`config.mk`:
```
export PLATFORM = sky130hd
export DESIGN_NAME = axis_threshold_detector_flat
export DESIGN_NICKNAME = d
export VERILOG_FILES = /design/src/rtl/axis_threshold_detector_if.sv /design/src/rtl/axis_threshold_detector.sv /design/src/flat_wrapper.sv
export SDC_FILE = /design/constraint.sdc
export NUM_CORES = 1
export LEC_CHECK = 0
export CAP_MARGIN = 20
export CORE_MARGIN = 3
export CORE_UTILIZATION = 45
export CTS_CLUSTER_SIZE = 24
export DETAILED_ROUTE_END_ITERATION = 12
export PLACE_DENSITY_LB_ADDON = 0.05
export SLEW_MARGIN = 25
export SYNTH_ARGS = -nofsm -noshare
export SYNTH_HDL_FRONTEND = slang
export SYNTH_SLANG_ARGS = --single-unit
```
`constraint.sdc`:
```
create_clock -name aclk -period 2.95 [get_ports aclk]
set_clock_uncertainty 0.05 [all_clocks]
set_input_delay 0.4425 -clock aclk [delete_from_list [all_inputs] [get_ports aclk]]
set_output_delay 0.4425 -clock aclk [all_outputs]
set_load 0.05 [all_outputs]
```
`src/rtl/axis_threshold_detector_if.sv`:
```
// axis_threshold_detector_if: AXI4-Stream data/valid/ready bundle
interface axis_threshold_detector_if #(
    parameter int WIDTH = 32
);
    logic [WIDTH-1:0] tdata;
    logic             tvalid;
    logic             tready;
    modport master (output tdata, output tvalid, input tready);
    modport slave  (input tdata, input tvalid, output tready);
endinterface

```
`src/rtl/axis_threshold_detector.sv`:
```
// axis_threshold_detector: signed sample-vs-threshold trigger with holdoff and wrapping trigger count
module axis_threshold_detector #(
    parameter int AXIS_TDATA_WIDTH = 32,
    parameter int CNTR_WIDTH       = 16
) (
    input  logic                         aclk,
    input  logic                         areset,
    input  logic [CNTR_WIDTH-1:0]        cfg_holdoff,
    axis_threshold_detector_if.slave     s_axis,
    axis_threshold_detector_if.slave     s_thr,
    output logic                         state_data,
    output logic                         trigger,
    output logic [CNTR_WIDTH-1:0]        trg_count
);
    typedef enum logic [1:0] {ARMED = 2'b00, TRIGGERED = 2'b01, HOLDOFF = 2'b10} state_t;
    state_t                state, state_n;
    logic [CNTR_WIDTH-1:0] cnt, cnt_n;
    logic signed [15:0]    thr;
    logic                  sample_ok, above, fire;
    assign s_axis.tready = !areset;
    assign s_thr.tready  = !areset;
    assign sample_ok     = s_axis.tvalid && s_axis.tready;
    // threshold register holds the previous value during a same-cycle write
    assign above         = $signed(s_axis.tdata[15:0]) > thr;
    always_comb begin
        state_n = ARMED;
        cnt_n   = cnt;
        fire    = 1'b0;
        case (state)
            ARMED: begin
                fire    = sample_ok && above;
                state_n = fire ? TRIGGERED : ARMED;
            end
            TRIGGERED: begin
                state_n = (sample_ok && !above) ? HOLDOFF : TRIGGERED;
                cnt_n   = (sample_ok && !above) ? cfg_holdoff : cnt;
            end
            HOLDOFF: begin
                state_n = (cnt == '0) ? ARMED : HOLDOFF;
                cnt_n   = (cnt == '0) ? '0 : cnt - CNTR_WIDTH'(1);
            end
            default: state_n = ARMED;
        endcase
    end
    always_ff @(posedge aclk) begin
        if (areset) begin
            state      <= ARMED;
            cnt        <= '0;
            thr        <= 16'sh7FFF;
            state_data <= 1'b1;
            trigger    <= 1'b0;
            trg_count  <= '0;
        end else begin
            state      <= state_n;
            cnt        <= cnt_n;
            if (s_thr.tvalid && s_thr.tready)
                thr <= s_thr.tdata[15:0];
            state_data <= (state_n == ARMED);
            trigger    <= fire;
            trg_count  <= fire ? trg_count + CNTR_WIDTH'(1) : trg_count;
        end
    end
endmodule
```
`src/flat_wrapper.sv`:
```
// flat-port wrapper written by rule: the top's interface ports become plain ports
module axis_threshold_detector_flat 
#(
    parameter int AXIS_TDATA_WIDTH = 32,
    parameter int CNTR_WIDTH       = 16
)
  (aclk, areset, cfg_holdoff, state_data, trigger, trg_count, s_axis_tdata, s_axis_tvalid, s_axis_tready, s_thr_tdata, s_thr_tvalid, s_thr_tready);
  axis_threshold_detector_if s_axis_i ();
  axis_threshold_detector_if s_thr_i ();
  input  logic aclk;
  input  logic areset;
  input  logic [CNTR_WIDTH-1:0] cfg_holdoff;
  output logic state_data;
  output logic trigger;
  output logic [CNTR_WIDTH-1:0] trg_count;
  input wire logic [$bits(s_axis_i.tdata)-1:0] s_axis_tdata;
  input wire logic [$bits(s_axis_i.tvalid)-1:0] s_axis_tvalid;
  output wire logic [$bits(s_axis_i.tready)-1:0] s_axis_tready;
  input wire logic [$bits(s_thr_i.tdata)-1:0] s_thr_tdata;
  input wire logic [$bits(s_thr_i.tvalid)-1:0] s_thr_tvalid;
  output wire logic [$bits(s_thr_i.tready)-1:0] s_thr_tready;
  assign s_axis_i.tdata = s_axis_tdata;
  assign s_axis_i.tvalid = s_axis_tvalid;
  assign s_axis_tready = s_axis_i.tready;
  assign s_thr_i.tdata = s_thr_tdata;
  assign s_thr_i.tvalid = s_thr_tvalid;
  assign s_thr_tready = s_thr_i.tready;
  axis_threshold_detector #(.AXIS_TDATA_WIDTH(AXIS_TDATA_WIDTH), .CNTR_WIDTH(CNTR_WIDTH)) u_core (.aclk(aclk), .areset(areset), .cfg_holdoff(cfg_holdoff), .s_axis(s_axis_i), .s_thr(s_thr_i), .state_data(state_data), .trigger(trigger), .trg_count(trg_count));
endmodule
```
# Word-level counts from Yosys, hierarchy flattened
# Index checks and enable logic that the tools add are counted.
# totals
register_bits	52
out_inout_bits	20
# classes
add_sub_neg	2
magnitude_cmp	1
eq_ne	3
n_mux	8
n_reduce_logical	11
# op_table
operator	n
16-bit two-way mux	2
16-bit case mux with 2 select lines	1
16-bit by 1-bit adder with 16-bit output, second input constant	1
16-bit greater-than comparator	1
16-bit logical NOT	1
16-bit by 1-bit subtractor with 16-bit output, second input constant	1
2-bit case mux with 3 select lines	1
1-bit logical AND	4
2-bit logical NOT	2
2-bit two-way mux	2
2-bit by 1-bit == test with 1-bit output, second input constant	1
2-bit == test, second input constant	1
1-bit logical NOT	2
1-bit two-way mux	2
2-bit by 1-bit inequality test with 1-bit output, second input constant	1
2-bit AND reduction	1
2-bit nonzero test	1

# Logic depth before layout (Yosys ltp)
# logic_depth
depth_word	6
mapped_depth	12
mapped_depth_nobuf	9

# Least setup slack after synthesis
# Ideal clock, no wire load.
# synth_timing
path_type	input to register
start	in s_axis_tdata[15]
end	reg u_core.trg_count[10]
setup_ps	70
arrival_ps	2578
slack_ps	251
path_stages	9
path_buffers	1
path_cell_list	ha_1 nand4_2 or3_1 a21o_1 a21oi_4 o21ai_1 buf_4 or4_1 a21oi_1
# synth_via
elab_chain_len	3
# synth_lines
item	line_no	rtl
start: declaration	flat_wrapper.sv:16	input wire logic [$bits(s_axis_i.tdata)-1:0] s_axis_tdata;
16-bit greater-than comparator	axis_threshold_detector.sv:24	assign above = $signed(s_axis.tdata[15:0]) > thr;
1-bit logical AND	axis_threshold_detector.sv:31	fire = sample_ok && above;
1-bit two-way mux	axis_threshold_detector.sv:29	case (state)
end signal: assignment	axis_threshold_detector.sv:60	trg_count <= fire ? trg_count + CNTR_WIDTH'(1) : trg_count;
end: declaration	axis_threshold_detector.sv:13	output logic [CNTR_WIDTH-1:0] trg_count
# Every way passes these cells.
# A chain may end at the register's enable or synchronous reset.

# Worst setup path after layout
# layout_timing
start	in s_axis_tdata[8]
end	reg u_core.cnt[11]
# layout_via
elab_chain_len	5
# layout_lines
item	line_no	rtl
16-bit greater-than comparator	axis_threshold_detector.sv:24	
1-bit logical NOT	axis_threshold_detector.sv:36	cnt_n = (sample_ok && !above) ? cfg_holdoff : cnt;
1-bit logical AND	axis_threshold_detector.sv:36	
2-bit by 1-bit inequality test with 1-bit output (no line)	--	
2-bit AND reduction (no line)	--	
end signal: assignment	axis_threshold_detector.sv:55	cnt <= cnt_n;
end: declaration	axis_threshold_detector.sv:17	logic [CNTR_WIDTH-1:0] cnt, cnt_n;
# Every way passes these cells.

==> metrics.md <==
| Metric | Value |
|---|---|
| Worst Path Max Fanout | 12 |
| WHS | 436 ps |
| Area delta synth->final | 42.3% |
| DPL Wire Length | 5130 um |
| Largest net degree at the start of global routing | 35 |
| Clock Tree Buf Depth | 2 |
| Placement Setup Slack | -277 ps |
| Final nets | 540 |
| Worst min path class | reg2reg |
| Share of the synthesized area in the top cell type | 36.1% |
| Worst Setup Slack, final | 146 ps |
| CTS clk-pin slew, worst paths | 90 ps |
| Diode count | 0 |
| RR Startpoint | u_core.thr[15] |
| Most frequent cells in the layout | clkdlybuf4s50_1, dfxtp_1, nand2_1, a21oi_1, buf_4 |
| Number of synthesized register bits | 52 |
| Critical Path RT | 3140 ps |
| Die Span X | 86.0 um |
| DRT Wirelength | 7390 um |
| Critical path arrival | 2990 ps |
| Routability cong. | around 0.76 |
| Leak | 1.66 nW |
| XOR/XNOR share of the synthesized area | 2.73% |
| Final hold vios | 0 |
| Async set-reset flop share out of synthesis | 0% |
| Ranking of synthesized cells by area | dfxtp_1, ha_1, a21oi_1, o211ai_1, nand2_1 |
| Avg Vias per Cell | 5.53 |
| IO Pins | 104 |
| Avg Inst Size Synth | 8.26 um2 |
| Outcome | finished clean |
| Initial Util | 47.6% |
| Vias in the first global route | 2597 |
| Non-Filler Instances | 514 |
| Yosys Warn Count | 0 |
| Residual DRC | 0 |
| Worst relative slew slack | 40.2% |
| Actual slew at the worst max-slew pin | 889 ps |
| Mapped cell area | 2880 um2 |
| Area occupied by multi-input gates | between 1500 and 2000 um2 |
| Worst path depth | 11 |
| WP buf/inv | 3 |
| Post-synthesis mux area share | 1.39% |
| Compound-Gate Fraction of Synth Area | between 20% and 30% |
| Std cell rows | 28 |
| Clock latency on the worst-skew pair | 310 ps |
| Root Buffer | clkbuf_8 |
| Critical Path, Cell by Cell | clkdlybuf4s50_1 -> ha_1 -> nand4_1 -> or3_1 -> a21o_1 -> and4b_2 -> nor3_4 -> buf_4 -> clkbuf_16 -> nand2_1 -> a31oi_1 |
| CTS sink cnt | 52 |
| Yosys top cell by area | dfxtp_1 |
| Crit end category | flop |
| Chip height | between 80 and 90 um |
| Number of max-cap violations | 0 |
| Number of detailed-route iterations in the first pass | 4 |
| Reg2reg setup slack | 300 ps |
| CP delay by family, top | simple AND/OR/NAND/NOR gates |
| Total gr overflow | 0 |
| Sequential share of the synthesized area | 36.1% |
| Fmax | 357 MHz |
| Placeable Area | 6060 um2 |
| Initial DRC Count | 98 |
| Largest family of logic cells by synthesized area | simple AND/OR/NAND/NOR gates |
| Simple-Gate Fraction of Synth Area | around 26% |
| Adder-cell share of the synthesized area | 7.81% |
| Kind of critical path | in2reg |
| Total power | approximately 1.6 mW |
| Gr usage total | between 10% and 20% |
| CP max stage delay | 410 ps |
| Final period util | 95.0% |
| Synth cell types | 55 |
| Number of enable flip-flop cells after synthesis | 0 |
| Syn nets | approximately 450 |
| PwrDens | between 300 and 400 nW/um2 |
| Port bufs | just over 70 |
| Crit path time final | ~2800 ps |
| Crit-path slowest cell | clkdlybuf4s50_1 |
| Final core occ | about two thirds |
| Initial antenna violation count | 0 |
| Gate Count Post-Synth | roughly 350 |
| TritonCTS buffer count | 5 |
| Setup violators final | 0 |
| Ys flop type | dfxtp_1 |
| DR WL/cell | around 14 um |
| H-tree levels | 2 |
| HP Start | u_core.thr[0] |
| Crit path from | s_axis_tdata[8] |
| Die area | approximately 7400 um2 |
| Filler cells | roughly 520 |
| CTS tree | built |
| Max VDD drop | 236 uV |
| Worst hold path cell count | 2 |
| Count of pins over their slew limit | 0 |
| Worst Setup EP | u_core.cnt[11] |
| Most common cell after layout, fill and taps aside | clkdlybuf4s50_1 |
| Worst setup SP type | primary input |
| R2R cell count | 11 |
| Post-route ant nets | 0 |
| Via count | 2841 |
| Inst Count DP | 502 |
| Reg-to-reg endpoint | u_core.cnt[11] |
| Share of cells above drive strength 1 | 13.7% |
| FF+latch area | 1040 um2 |
| First-pass GRT wire length | 11500 um |
==> layer usage <==
layer  up-vias  wire length [um]  GRT usage (%)
li1       1457                 -              -
met1      1328              3540           24.6
met2        47              3520           32.7
met3         9               246           3.27
met4         0                87           4.89
met5         -                 0              0
==> registers in the layout, indices dropped and copies added (netlist names) <==
name	flops
u_core.cnt	16
u_core.thr	16
u_core.trg_count	16
u_core.state	2
u_core.state_data	1
u_core.trigger	1
==> cell usage after synthesis, types with 6 or more instances <==
library cell	number
a21oi_1	30
clkbuf_1	10
dfxtp_1	52
ha_1	18
inv_1	23
nand2_1	30
nand3_1	12
nor2_1	22
nor3_1	14
nor4_1	8
o211ai_1	16
o21ai_0	14
o31ai_1	6
or3_1	11
or4_1	7
xor2_1	7
==> final cells by class <==
class,instances,share of cell area [%]
sequential,52,25.4
clock buffer,8,2.20
timing repair buffer,99,24.1
tap,75,2.29
inverter,24,2.20
multi-input combinational,256,43.9
==> worst reg2reg max path: stages, from the launching register on <==
cell and delay, ps:
dfxtp_1 340, inv_1 70, ha_4 260, nand4_2 130, or3_1 360, a21o_1 200
and4b_2 290, nor3_4 330, buf_4 190, clkbuf_16 150, nand2_1 70, a31oi_1 150
==> worst min-delay path by stage <==
stage	to
6_report	u_core.thr[0]
3_3_place_gp	u_core.thr[0]
4_1_cts	u_core.trg_count[15]
2_1_floorplan	u_core.thr[0]
5_1_grt	u_core.thr[8]
3_5_place_dp	u_core.trg_count[15]
==> repair_timing <==
item | CTS | global route
hold buffers | 0 | 0
resized for setup | 0 | 22
buffers inserted | 0 | 2
setup endpoints to repair | 0 | 19
==> through the flow <==
| stage | setup TNS, ps | cell area, um2 |
|---|---|---|
| final | 0 | 4100 |
| after global routing | -96.7 | 4100 |
| after CTS | 0 | 3890 |
| after detailed placement | -5520 | 3800 |
| after global placement | -4710 | 3800 |
| after floorplan | 0 | 2880 |
==> cell families after synthesis <==
| logic type | after synthesis |
|---|---|
| fa+ha+maj | 18 |
| mux | 4 |
| simple gates | 135 |
| compound gates | 90 |
| flops | 52 |
| buf+inv | 41 |
| xor+xnor | 9 |
==> power by group <==
part / total, mW / internal [mW] / switching [mW]
logic: 0.414 / 0.209 / 0.205
registers: 0.753 / 0.732 / 0.0216
clock network: 0.425 / 0.192 / 0.233
(Power assumes the default switching activity.)
